`src/rtl/fetch_stage_pkg.sv`:
```
// fetch_stage_pkg: shared definitions for the fetch stage and the pipeline
// registers it drives.
//   UPD_*          : pipeline-register update commands (hold / load / flush)
//   fetch_state_t  : fetch-stage control state
package fetch_stage_pkg;

    localparam logic [1:0] UPD_HOLD  = 2'b00;
    localparam logic [1:0] UPD_LOAD  = 2'b01;
    localparam logic [1:0] UPD_FLUSH = 2'b10;

    typedef enum logic [1:0] {
        ST_BOOT = 2'd0,
        ST_RUN  = 2'd1,
        ST_HALT = 2'd2
    } fetch_state_t;

endpackage

```
`src/rtl/fetch_stage.sv`:
```
// fetch_stage: instruction-fetch stage. Owns the PC, drives a 1-cycle-latency
// instruction BRAM and presents each fetched word with its PC and the update
// command for the fetch/decode register.
// Ports:
//   clk, rst              clock, asynchronous active-high reset
//   stall, redirect, halt control from hazard unit / execute / decode
//   redirect_pc           redirect target byte address (bits [1:0] ignored)
//   imem_en, imem_addr    BRAM read enable and word address
//   imem_rdata            BRAM data, valid the cycle after the address
//   f_pc, f_inst, f_valid presented instruction
//   fd_update             fetch/decode register command (hold/load/flush)
//   fetch_count           number of cycles with fd_update = load
module fetch_stage
    import fetch_stage_pkg::*;
#(
    parameter logic [31:0] RESET_PC    = 32'h0000_0000,
    parameter int          IMEM_ADDR_W = 14
) (
    input  logic                   clk,
    input  logic                   rst,
    input  logic                   stall,
    input  logic                   redirect,
    input  logic [31:0]            redirect_pc,
    input  logic                   halt,
    output logic                   imem_en,
    output logic [IMEM_ADDR_W-1:0] imem_addr,
    input  logic [31:0]            imem_rdata,
    output logic [31:0]            f_pc,
    output logic [31:0]            f_inst,
    output logic                   f_valid,
    output logic [1:0]             fd_update,
    output logic [31:0]            fetch_count
);

    fetch_state_t r_state;
    logic [31:0]  r_pc;          // next address to read
    logic [31:0]  r_f_pc;        // address whose data is on imem_rdata
    logic [31:0]  r_fetch_count;

    fetch_state_t w_state_nxt;
    logic [31:0]  w_pc_nxt;
    logic [31:0]  w_f_pc_nxt;
    logic         w_cnt_inc;
    logic [31:0]  w_redir_pc;
    logic         w_unused;

    assign w_redir_pc = {redirect_pc[31:2], 2'b00};
    assign w_unused   = ^redirect_pc[1:0];

    always_ff @(posedge clk or posedge rst) begin
        if (rst) begin
            r_state       <= ST_BOOT;
            r_pc          <= RESET_PC;
            r_f_pc        <= RESET_PC;
            r_fetch_count <= 32'd0;
        end else begin
            r_state       <= w_state_nxt;
            r_pc          <= w_pc_nxt;
            r_f_pc        <= w_f_pc_nxt;
            r_fetch_count <= r_fetch_count + {31'd0, w_cnt_inc};
        end
    end

    always_comb begin
        w_state_nxt = r_state;
        w_pc_nxt    = r_pc;
        w_f_pc_nxt  = r_f_pc;
        w_cnt_inc   = 1'b0;
        imem_en     = 1'b0;
        imem_addr   = r_pc[IMEM_ADDR_W+1:2];
        fd_update   = UPD_FLUSH;
        case (r_state)
            ST_BOOT: begin
                imem_en     = 1'b1;
                w_pc_nxt    = r_pc + 32'd4;
                w_f_pc_nxt  = r_pc;
                w_state_nxt = ST_RUN;
            end
            ST_RUN: begin
                if (redirect) begin
                    // Any halt seen alongside a redirect is on the wrong path.
                    imem_en    = 1'b1;
                    imem_addr  = redirect_pc[IMEM_ADDR_W+1:2];
                    w_pc_nxt   = w_redir_pc + 32'd4;
                    w_f_pc_nxt = w_redir_pc;
                end else if (halt) begin
                    w_state_nxt = ST_HALT;
                end else if (stall) begin
                    // BRAM enable low keeps the current word on imem_rdata.
                    fd_update = UPD_HOLD;
                end else begin
                    imem_en    = 1'b1;
                    fd_update  = UPD_LOAD;
                    w_pc_nxt   = r_pc + 32'd4;
                    w_f_pc_nxt = r_pc;
                    w_cnt_inc  = 1'b1;
                end
            end
            default: ;  // ST_HALT: flush forever, left only by reset
        endcase
        if (rst) begin
            imem_en   = 1'b0;
            fd_update = UPD_FLUSH;
        end
    end

    assign f_valid     = (r_state == ST_RUN) && !redirect && !rst;
    assign f_pc        = f_valid ? r_f_pc : 32'd0;
    assign f_inst      = f_valid ? imem_rdata : 32'd0;
    assign fetch_count = r_fetch_count;

endmodule

```
`config.mk`:
```
export PLATFORM = sky130hd
export DESIGN_NAME = fetch_stage
export DESIGN_NICKNAME = d
export VERILOG_FILES = /design/src/rtl/fetch_stage_pkg.sv /design/src/rtl/fetch_stage.sv
export SDC_FILE = /design/constraint.sdc
export NUM_CORES = 1
export LEC_CHECK = 0
export ABC_AREA = 1
export ABC_CLOCK_PERIOD_IN_PS = 3300
export CORE_ASPECT_RATIO = 0.7
export CORE_MARGIN = 2
export CORE_UTILIZATION = 37
export DETAILED_ROUTE_END_ITERATION = 10
export PLACE_DENSITY = 0.7
export SETUP_SLACK_MARGIN = 0.4
export SYNTH_ARGS = -nofsm -noshare
export SYNTH_HDL_FRONTEND = slang
export SYNTH_SLANG_ARGS = --single-unit
```
`constraint.sdc`:
```
create_clock -name clk -period 3.3 [get_ports clk]
set_input_delay 0.66 -clock clk [delete_from_list [all_inputs] [get_ports clk]]
set_output_delay 0.66 -clock clk [all_outputs]
set_load 0.02 [all_outputs]
```
==> out/qor.txt <==
Post-Syn Area = 6700 um^2
RSZ-0062 raised after global routing = false
Die W = 165 um
CTS clock-pin slew for the worst setup and hold paths = 0.07 ns
M1 GR Usage = 0.361
Setup crit end kind = output port
Reg power frac = 0.393
Slew Viols, Final = 0
P_leak = 4.32 nW
Max IR drop VDD = 238 uV
Initial Util = 0.375
Clock power frac = 0.221
Share of the clock period used by the worst path = 0.839
Clk sink count = 95
Clk root buf = clkbuf_16
Site Rows = 41
Area of the die = 19200 um^2
Avg Inst Size Synth = 6.48 um^2
GRT overflow = 0
Met3 GRT Util = 0.0703
Most Crowded Layer GR = met1
Core Util, Final = 0.503
Clk_lat worst skew = 0.36 ns
Critical path fanouts, max = 3
Synth top area cells = dfrtp_1 36%, nand2_1 14%, nor2_1 10%, inv_1 8.2%, nand3_1 5.1%
Hold_sp = fetch_count[31]
Area of the core = 17900 um^2
Worst hold slack = 0.482 ns
Synth area leader = dfrtp_1
Largest net degree at the start of global routing = 93
Placed wire-length estimate = 17300 um
Switching Fraction = 0.414
Fin crit period = 2.77 ns
Die Ht = 117 um
Post-Syn Instances = 1033
Yosys warning count = 0
CTS Buf Count = 9
Critical register-to-register path endpoint = fetch_count[20]
Ys async rst share = 1.00
DR iter-0 viols = 870
Initial antenna violation count = 0
FF-to-FF path depth = 15
Maxcap violations = 0
Top-area cell type share of the netlist area = 0.355
Arr. time, crit path = 2.11 ns
Setup TNS = 0 ns
Synth cell types = 35
Hold WC Path Type = flip-flop to flip-flop
Outcome = finished clean
Worst reg2reg startpoint = r_state[0]
CTS Hold Bufs = 0
Critical Path Start Type = primary input
Routed WL = 22300 um
Total track usage = 0.240
Slew @ Worst Pin = 0.872 ns
Flop-to-flop setup slack = 0.90 ns
ANT cells = 0
P_int = 2.66 mW
Number of flops mapped to enable cells by yosys = 0
Comb power frac = 0.386
Slew HR = 0.418
Final setup fails = 0
Routing usage on met2 = 0.337
Commonest non-fill, non-tap cell in the layout = nand2_1
Top_reg_cell synth = dfrtp_1
Count of final hold-check violations = 0
Htree depth = 3
Max Fclk = 361 MHz
TritonCTS clock tree = done
Clk buf depth = 2
Via Count = 7194
Critical Path RT = 2.64 ns
Worst hold endpoint = fetch_count[31]
ANT nets after route = 0
Global placement routability congestion = 0.965
Layout net count = 1281
Layout Skew = 0.0118 ns
Psw = 1.88 mW
CP Class = primary input to output port
Mapped Nets = 1107
Pwr Density = 506 nW/um^2
Most frequent cells in the layout = 251 x nand2_1, 184 x nor2_1, 145 x inv_1, 99 x clkdlybuf4s50_1, 95 x dfrtp_1
Flops & latches, synth = 95
Global-route wire length before repair = 35500 um
Remaining DRCs = 0
DRT Pass-1 Iters = 6
Final instance area = 8980 um^2
Vias in the first global route = 6690
WHS Path Cells = 1
PortBufs = 180
Seq/Total Area, Yosys = 0.355
DR vias/cell = 4.97
I/O pins = 183
Area grow syn2layout = 34.2%
Final std cells w/o fill = 1448
Placed cell count = 1432
DP Area = 8830 um^2
Routed wire length per instance = 15.4 um
Layout cells sized above 1 = 0.0776
## cell families (layout without fill, tap and decap cells)
kind of cell	count (synthesis)	in the layout	share of synthesized area
AO/OA/AOI/OAI	119	119	0.0960
flip-flops	95	95	0.355
AND/OR/NAND/NOR	584	584	0.372
adder cells (fa/ha/maj)	5	5	0.00934
XOR/XNOR	35	35	0.0458
buffers and inverters	195	374	0.122
## state kept, by name (all words and copies together) (netlist names)
register / cells
r_state: 2
r_pc: 30
r_f_pc: 31
fetch_count: 32
## routing by layer
metal,part of all wire,routed length [um]
met5,0,0
met4,0.013,285
met3,0.10,2330
met2,0.40,8910
met1,0.48,10800
## through the flow
step | setup WS, ns | total power [mW]
6_report | 0.533 | 4.55
5_1_grt | 0.400 | 4.88
4_1_cts | 0.400 | 4.56
3_5_place_dp | 0.0313 | 3.63
3_3_place_gp | 0.0401 | 3.58
2_1_floorplan | 0.732 | 2.98
## worst max-delay path, stage by stage
cell and delay [ns]:
clkdlybuf4s50_1 0.50, nor3_2 0.20, buf_4 0.16, clkdlybuf4s50_1 0.59
## timing repair
action,4_1_cts,5_1_grt
setup endpoints to repair,82,69
setup buffers,0,0
gates cloned,0,0
gates resized for setup,78,86
pin swaps,0,2
## worst max path at each step
| stage | slack [ns] | startpoint | end |
|---|---|---|---|
| 5_1_grt | 0.40 | r_state[0] | f_pc[31] |
| 6_report | 0.53 | rst | f_valid |
| 3_5_place_dp | 0.03 | redirect | f_pc[0] |
| 2_1_floorplan | 0.73 | halt | fetch_count[24] |
| 3_3_place_gp | 0.04 | halt | fetch_count[20] |
| 4_1_cts | 0.40 | redirect | imem_addr[9] |
## synthesized netlist by cell type, types with 4 or more instances
cell type,count
a21oi_1,33
buf_2,11
buf_4,17
clkbuf_1,15
dfrtp_1,95
ha_1,5
inv_1,146
nand2_1,252
nand3_1,68
nand3b_1,13
nand4_1,22
nor2_1,184
nor2_2,10
nor3_1,21
o211ai_1,6
o21ai_0,64
o22ai_1,7
or2_2,4
xnor2_1,13
xor2_1,22
## power groups by stage
| stage | clock, mW | sequential, mW | combinational [mW] |
|---|---|---|---|
| after floorplan | 0 | 1.73 | 1.25 |
| after global placement | 0 | 1.79 | 1.79 |
| after detailed placement | 0 | 1.80 | 1.82 |
| after CTS | 1.02 | 1.78 | 1.76 |
| after global routing | 1.08 | 1.83 | 1.97 |
| final | 1.00 | 1.79 | 1.76 |
## layout make-up
cell class                 count  area, um^2
sequential                    95        2380
tap                          236         295
clock buffer                  10         229
multi-input combinational    743        3530
clock inverter                 6        45.0
timing repair buffer         209        1950
fill                        1765        8870
inverter                     149         563
(Power assumes the default switching activity.)
